`config.mk`:
```
export PLATFORM = sky130hd
export DESIGN_NAME = iter_controller
export DESIGN_NICKNAME = d
export VERILOG_FILES = /design/src/rtl/ctrl_pkg.sv /design/src/rtl/iter_counter.sv /design/src/rtl/iter_controller.sv
export SDC_FILE = /design/constraint.sdc
export NUM_CORES = 1
export LEC_CHECK = 0
export CELL_PAD_IN_SITES_DETAIL_PLACEMENT = 1
export CELL_PAD_IN_SITES_GLOBAL_PLACEMENT = 2
export CORE_MARGIN = 1
export CORE_UTILIZATION = 30
export DETAILED_ROUTE_END_ITERATION = 10
export MAX_ROUTING_LAYER = met4
export PLACE_DENSITY_LB_ADDON = 0.2
export SLEW_MARGIN = 30
export SYNTH_ARGS = -nofsm -noshare
export SYNTH_HDL_FRONTEND = slang
export SYNTH_HIERARCHICAL = 1
export SYNTH_SLANG_ARGS = --single-unit
```
`constraint.sdc`:
```
create_clock -name clk -period 2.09 [get_ports clk]
set_input_delay 0.5225 -clock clk [delete_from_list [all_inputs] [get_ports clk]]
set_output_delay 0.5225 -clock clk [all_outputs]
set_load 0.01 [all_outputs]
```
`src/rtl/ctrl_pkg.sv`:
```
// Shared state encoding and default parameter constants for the iteration controller.
package ctrl_pkg;

    localparam int DEF_N_EN     = 3;
    localparam int DEF_ITER_W   = 4;
    localparam int DEF_MAX_ITER = 15;

    typedef enum logic [2:0] {
        S_IDLE  = 3'd0,
        S_INIT  = 3'd1,
        S_LOAD  = 3'd2,
        S_STEP  = 3'd3,
        S_CHECK = 3'd4,
        S_FIN   = 3'd5,
        S_FAIL  = 3'd6
    } state_t;

endpackage

```
`src/rtl/iter_counter.sv`:
```
// Up-counter with synchronous clear, count enable and terminal-count flag.
// Saturates at all-ones so it can never wrap.
module iter_counter #(
    parameter int W    = 4,
    parameter int TERM = 15
) (
    input  logic         clk,
    input  logic         rst,
    input  logic         clr,
    input  logic         en,
    output logic [W-1:0] count,
    output logic         tc
);

    // Clear has priority over enable; hold at all-ones instead of wrapping.
    always_ff @(posedge clk) begin
        if (rst || clr)
            count <= '0;
        else if (en && (count != '1))
            count <= count + 1'b1;
    end

    assign tc = (count == W'(TERM));

endmodule

```
`src/rtl/iter_controller.sv`:
```
// Iterative-datapath sequencer: loads operands, walks N_EN load-enable stages
// per iteration and checks convergence, ending in done or done+timeout.
module iter_controller
    import ctrl_pkg::*;
#(
    parameter int N_EN     = DEF_N_EN,
    parameter int ITER_W   = DEF_ITER_W,
    parameter int MAX_ITER = DEF_MAX_ITER
) (
    input  logic              clk,
    input  logic              rst,
    input  logic              start,
    input  logic              complete,
    output logic              en_init,
    output logic              sel,
    output logic [N_EN-1:0]   en_loop,
    output logic              busy,
    output logic              done,
    output logic              timeout,
    output logic [ITER_W-1:0] iter_count
);

    localparam int STAGE_W = (N_EN > 1) ? $clog2(N_EN) : 1;
    localparam logic [N_EN-1:0] EN_ONE = N_EN'(1);

    state_t             state;
    logic [STAGE_W-1:0] stage;
    logic               stage_tc;
    logic               stage_clr;
    logic               stage_en;
    logic               iter_tc;
    logic               iter_clr;
    logic               iter_en;

    // Stage index: 0 outside the loop body, stepped 0->1 on entry to the first
    // STEP (from LOAD or CHECK), cleared when the last stage hands off to CHECK
    // or the run ends.
    always_comb begin
        stage_clr = (state == S_INIT)
                 || ((state == S_STEP)  && stage_tc)
                 || ((state == S_CHECK) && (complete || iter_tc));
        stage_en  = (state == S_LOAD) || (state == S_STEP) || (state == S_CHECK);
        iter_clr  = (state == S_IDLE) && start;
        iter_en   = (state == S_CHECK);
    end

    iter_counter #(.W(STAGE_W), .TERM(N_EN - 1)) u_stage (
        .clk   (clk),
        .rst   (rst),
        .clr   (stage_clr),
        .en    (stage_en),
        .count (stage),
        .tc    (stage_tc)
    );

    // Iteration count is cleared as the run is accepted so INIT already reads 0.
    iter_counter #(.W(ITER_W), .TERM(MAX_ITER - 1)) u_iter (
        .clk   (clk),
        .rst   (rst),
        .clr   (iter_clr),
        .en    (iter_en),
        .count (iter_count),
        .tc    (iter_tc)
    );

    // State register with outputs registered alongside the next state, so every
    // output is a pure function of the state/stage being entered.
    always_ff @(posedge clk) begin
        if (rst) begin
            state   <= S_IDLE;
            en_init <= 1'b0;
            sel     <= 1'b0;
            en_loop <= '0;
            busy    <= 1'b0;
            done    <= 1'b0;
            timeout <= 1'b0;
        end else begin
            en_init <= 1'b0;
            sel     <= 1'b0;
            en_loop <= '0;
            busy    <= 1'b1;
            done    <= 1'b0;
            timeout <= 1'b0;
            case (state)
                S_IDLE: begin
                    if (start) begin
                        state   <= S_INIT;
                        en_init <= 1'b1;
                    end else begin
                        busy <= 1'b0;
                    end
                end
                S_INIT: begin
                    state   <= S_LOAD;
                    sel     <= 1'b1;
                    en_loop <= EN_ONE;
                end
                S_LOAD: begin
                    state   <= S_STEP;
                    en_loop <= EN_ONE << 1;
                end
                S_STEP: begin
                    if (stage_tc) begin
                        state   <= S_CHECK;
                        en_loop <= EN_ONE;
                    end else begin
                        en_loop <= EN_ONE << (stage + 1'b1);
                    end
                end
                S_CHECK: begin
                    if (complete) begin
                        state <= S_FIN;
                        done  <= 1'b1;
                    end else if (iter_tc) begin
                        state   <= S_FAIL;
                        done    <= 1'b1;
                        timeout <= 1'b1;
                    end else begin
                        state   <= S_STEP;
                        en_loop <= EN_ONE << 1;
                    end
                end
                default: begin
                    state <= S_IDLE;
                    busy  <= 1'b0;
                end
            endcase
        end
    end

endmodule

```
======== After elaboration in Yosys (flattened, before gate mapping) ========
Index checks and enable logic that the tools add are counted.
cells by class
  add/subtract/negate cells ............... 2
  eq/ne operators ......................... 10
  shift-type cells ........................ 1
  muxes and demuxes ....................... 14
  bitwise operators ....................... 2
  reduce and logical (&&, ||, !) cells .... 18
operators with widths
  cell                                                 count
  two-way mux 3 bit                                    5
  one-hot mux 3 bit (5 select lines)                   1
  one-hot mux 3 bit (4 select lines)                   1
  logical OR 1 bit                                     7
  equality test 3 x 2 -> 1 bit, second input constant  2
  inequality test 2 bit, second input constant         3
  logical AND 1 bit                                    5
  adder 4 x 1 -> 4 bit, second input constant          1
  equality test 4 bit, second input constant           1
  two-way mux 1 bit                                    4
  two-way mux 2 bit                                    2
  inequality test 4 bit, second input constant         1
  OR reduction 2 bit                                   2
  OR reduction 4 bit                                   1
  equality test 3 x 1 -> 1 bit, second input constant  1
  equality test 3 bit, second input constant           1
  zero test 3 bit                                      1
  OR reduction 3 bit                                   1
  left shift 1 x 2 -> 3 bit, first input constant      1
  adder 2 x 1 -> 2 bit, second input constant          1
  equality test 2 bit, second input constant           1
  NOT 1 bit                                            2
  one-hot mux 1 bit (2 select lines)                   1
  AND reduction 2 bit                                  1
storage, ports and cells
  bits in registers ....................... 17

======== Longest topological paths before layout ========
  depth after elaboration ................. 5
  gate-level depth with buffers ........... 8
  depth with buffers taken out ............ 7

======== Modules after synthesis ========
Netlist, hierarchy kept.
by module, submodules not included
  module                   instances  cells each  area an instance (µm²)
  iter_controller          1          51          474.2
  iter_counter at u_iter   1          24          217.7
  iter_counter at u_stage  1          10          117.6

======== Worst setup path after synthesis ========
Ideal clock, no wire load.
  kind .................................... register to register
  from .................................... register u_iter.count[0]
  to ...................................... register u_stage.count[1]
  library setup time ...................... 103 ps
  arrival time ............................ 1626 ps
  required time ........................... 1987 ps
  path slack .............................. 361 ps
  stages on the path, launching flop included .. 8
  path buffers ............................ 0
  clock period less this slack ............ 1729 ps
  path through ............................ dfxtp_1 > inv_1 > ha_1 > and3_1 > or2_2 > a21oi_1 > o21ai_0 > a2111oi_2
between the ends
  word-level cells in the longest chain between the ends .. 5
ends and longest elaborated chain
  item                      line                   RTL
  start: declaration        iter_counter.sv:11     output logic [W-1:0] count,
  start signal: assignment  iter_counter.sv:20     count <= count + 1'b1;
  equality test 4 bit       iter_counter.sv:23     assign tc = (count == W'(TERM));
  named net iter_tc         iter_controller.sv:31  logic iter_tc;
  logical OR 1 bit          iter_controller.sv:41  || ((state == S_CHECK) && (complete || iter_tc));
  logical AND 1 bit         iter_controller.sv:41
  logical OR 1 bit          iter_controller.sv:41
  named net stage_clr       iter_controller.sv:29  logic stage_clr;
  logical OR 1 bit          iter_counter.sv:17     if (rst || clr)
  end signal: assignment    iter_counter.sv:20
  end: declaration          iter_counter.sv:11
The timed path passes the listed nets, and every way through them passes these cells.
A chain may end at the register's enable or synchronous reset.

======== Worst setup path after layout ========
  from .................................... register u_iter.count[2]
  to ...................................... output port iter_count[2]
RTL lines
  item              line                   RTL
  end: declaration  iter_controller.sv:20  output logic [ITER_W-1:0] iter_count
No word-level cell between the ends.

==> reports/metrics.yaml <==
status: "finished clean"
avgSynthCellArea_um2: 9.524
hpwl_mm: 1.289
synthArstFlopShare: 0
r2r_start: "u_iter/count[0]$_SDFFE_PP0P_"
drt_wl_total_mm: 1.747
dr.pass1.iters: 4
grt_setup_unrepaired: "no"
grt-ovfl-total: 0
finClkSkew_ns: 0.007187
critPathLaunchType: "register"
start_util: 0.3209
fillers: 302
crit_path_end_kind: "output pin"
grt_pass1_vias: 648
yosysSeqAreaShare: 0.4204
dieHeight_um: 53.95
crit_type: "reg -> out"
row_count: 18
antenna_found_initial: 0
multi_input_area_um2: 436.7
drt_iter0_drc: 8
drive_above_1_share: 0.1731
io_pins: 16
setup_viol: 0
ys_ff_latch: 17
maxSlewViolCount: 0
vias: 683
die-area_mm2: 0.002910
routed_via_density: 5.097
wl_per_cell_um: 13.04
hold_buffers: 0
seq_area_um2: 340.3
htreeDepth: 1
worst_pin_slew_ns: 0.3175
postCtsResizedCells: 0
crit_chain: "clkdlybuf4s50_1"
critPathSlowestCell: "clkdlybuf4s50_1"
cts_root_buf: "clkbuf_4"
synth_enable_flop_cells: 0
numCtsBuffers: 3
synthFlopType: "dfxtp_1"
antenna_cells: 0
setup_tns_ns: 0
clkSinkCount: 17
synth_cell_types: 33
cp_max_fo: 7
portBuffers: 15
synth_area_um2: 809.5
post-route-min-period_ns: 1.839
clk_pin_slew_ns: 0.11
clockBufferDepth: 2
area_growth_pct: 27.20
synth_top_area_share: 0.4204
synthesis.nets: 93
drcViolationCount: 0
synthCells: 85
crit_buf_inv: 1
startpoint: "u_iter/count[2]$_SDFFE_PP0P_"
post-route-util: 0.4082
max_freq_ghz: 0.5437
nets: 113
clkLatencyLatePin_ns: 0.29
tritoncts: "built"
yosysWarnings: 6
worst_ep_arrival_time_ns: 1.32
ant_nets: 0
slew_headroom: 0.7861
cp_slowest_stage_delay_ns: 0.58
grt_max_degree: 15
gp_congestion: 0.7295
cp_data_required_time_ns: 1.57
postCtsSetupBuffers: 0
hold_path.class: "reg -> reg"
synth_area_leader_cell: "dfxtp_1"
fin_crit_sh: 0.8800
synth_area_leaders: "dfxtp_1 42%, ha_1 6.2%, nor3_1 3.7%, a2111oi_2 3.7%, a21oi_1 3.1%"
grt_pass1_wl_mm: 2.967
cap_violations: 0
core-area_mm2: 0.002522
crit_family: "buffers and inverters"
dpl_cell_area_mm2: 0.001002
grt_use_total: 0.1505
ys_top_cells_by_count: "17 x dfxtp_1, 6 x nor2_1, 6 x nor3_1"
post-route-cell-area_mm2: 0.001030
hp-start: "u_iter/count[0]$_SDFFE_PP0P_"
yosysMostFrequentCell: "dfxtp_1"
hold_viol: 0
p_leak_nw: 0.3859
peakVddDrop_uv: 312.4
p_per_area_mw_per_mm2: 646.8
die_w_um: 53.95
## cell families (layout without fill, tap and decap cells)
group | count (synthesis) | count (layout) | share of synthesized area
AOI/OAI and AO/OA | 17 | 17 | 0.1623
and+or+nand+nor | 38 | 38 | 0.3045
xor gates and xnor gates | 1 | 1 | 0.01082
DFF | 17 | 17 | 0.4204
buffers and inverters | 8 | 27 | 0.04018
adders and majority gates | 4 | 4 | 0.06183
## cell type report
cell class	instances	share of cell area
Timing Repair Buffer	17	0.1604
Inverter	6	0.02187
Clock inverter	1	0.004860
Sequential cell	17	0.3305
Multi-Input combinational cell	60	0.4241
Clock buffer	3	0.02187
Tap cell	30	0.03645
## cells in the final DEF, fill, tap and decap left out, types with 2 or more instances in the layout
cell type / count
inv_1: 5
ha_1: 4
nor2_2: 2
and3_1: 3
a2111oi_2: 2
nor3_1: 6
a32oi_1: 2
nor2_1: 6
buf_4: 2
dfxtp_1: 17
a211oi_1: 2
a21oi_1: 5
o21ai_0: 2
nand2b_1: 2
clkdlybuf4s50_1: 15
clkbuf_4: 3
nand3_1: 4
nor2b_1: 2
nand2_1: 3
## through the flow
step / power [W] / setup WS (ns) / std cells / hold WS [ns]
after detailed placement: 0.0004964 / 0.09318 / 130 / 0.5497
after global routing: 0.0007121 / 0.1462 / 134 / 0.6222
final: 0.0006660 / 0.2508 / 134 / 0.5690
after floorplan: 0.0004521 / 0.3610 / 85 / 0.5100
after CTS: 0.0006797 / 0.2398 / 134 / 0.5725
after global placement: 0.0004964 / 0.1300 / 130 / 0.5367
## path summary, 6_finish.rpt
check	slack (ns)	to	cells past startpoint
worst min register to register	0.57	u_iter/count[0]$_SDFFE_PP0P_	3
worst min-delay path	0.57	u_iter/count[0]$_SDFFE_PP0P_	3
worst max-delay path	0.25	iter_count[2]	1
worst max register to register	0.33	u_stage/count[1]$_SDFFE_PP0P_	7
## routing by layer
| metal | track usage | wire, µm | share of wire | vias to the layer above |
|---|---|---|---|---|
| met4 | 0.06579 | 18 | 0.010 | 0 |
| met5 | - | 0 | 0 | - |
| li1 | - | - | - | 348 |
| met1 | 0.1872 | 885 | 0.51 | 322 |
| met3 | 0.04237 | 60 | 0.034 | 2 |
| met2 | 0.2243 | 783 | 0.45 | 11 |
## where the power goes
group | internal [W] | switching (W) | total (W)
Combinational | 0.0000649 | 0.0000581 | 0.000123
Clock | 0.0000712 | 0.000107 | 0.000179
Sequential | 0.000342 | 0.0000223 | 0.000364
## registers in the layout, indices dropped and copies added, names as in the netlist
signal / count
done: 1
u_stage/count: 2
en_init: 1
en_loop: 3
timeout: 1
sel: 1
state: 3
u_iter/count: 4
busy: 1
Power figures use the tool's default switching activity.
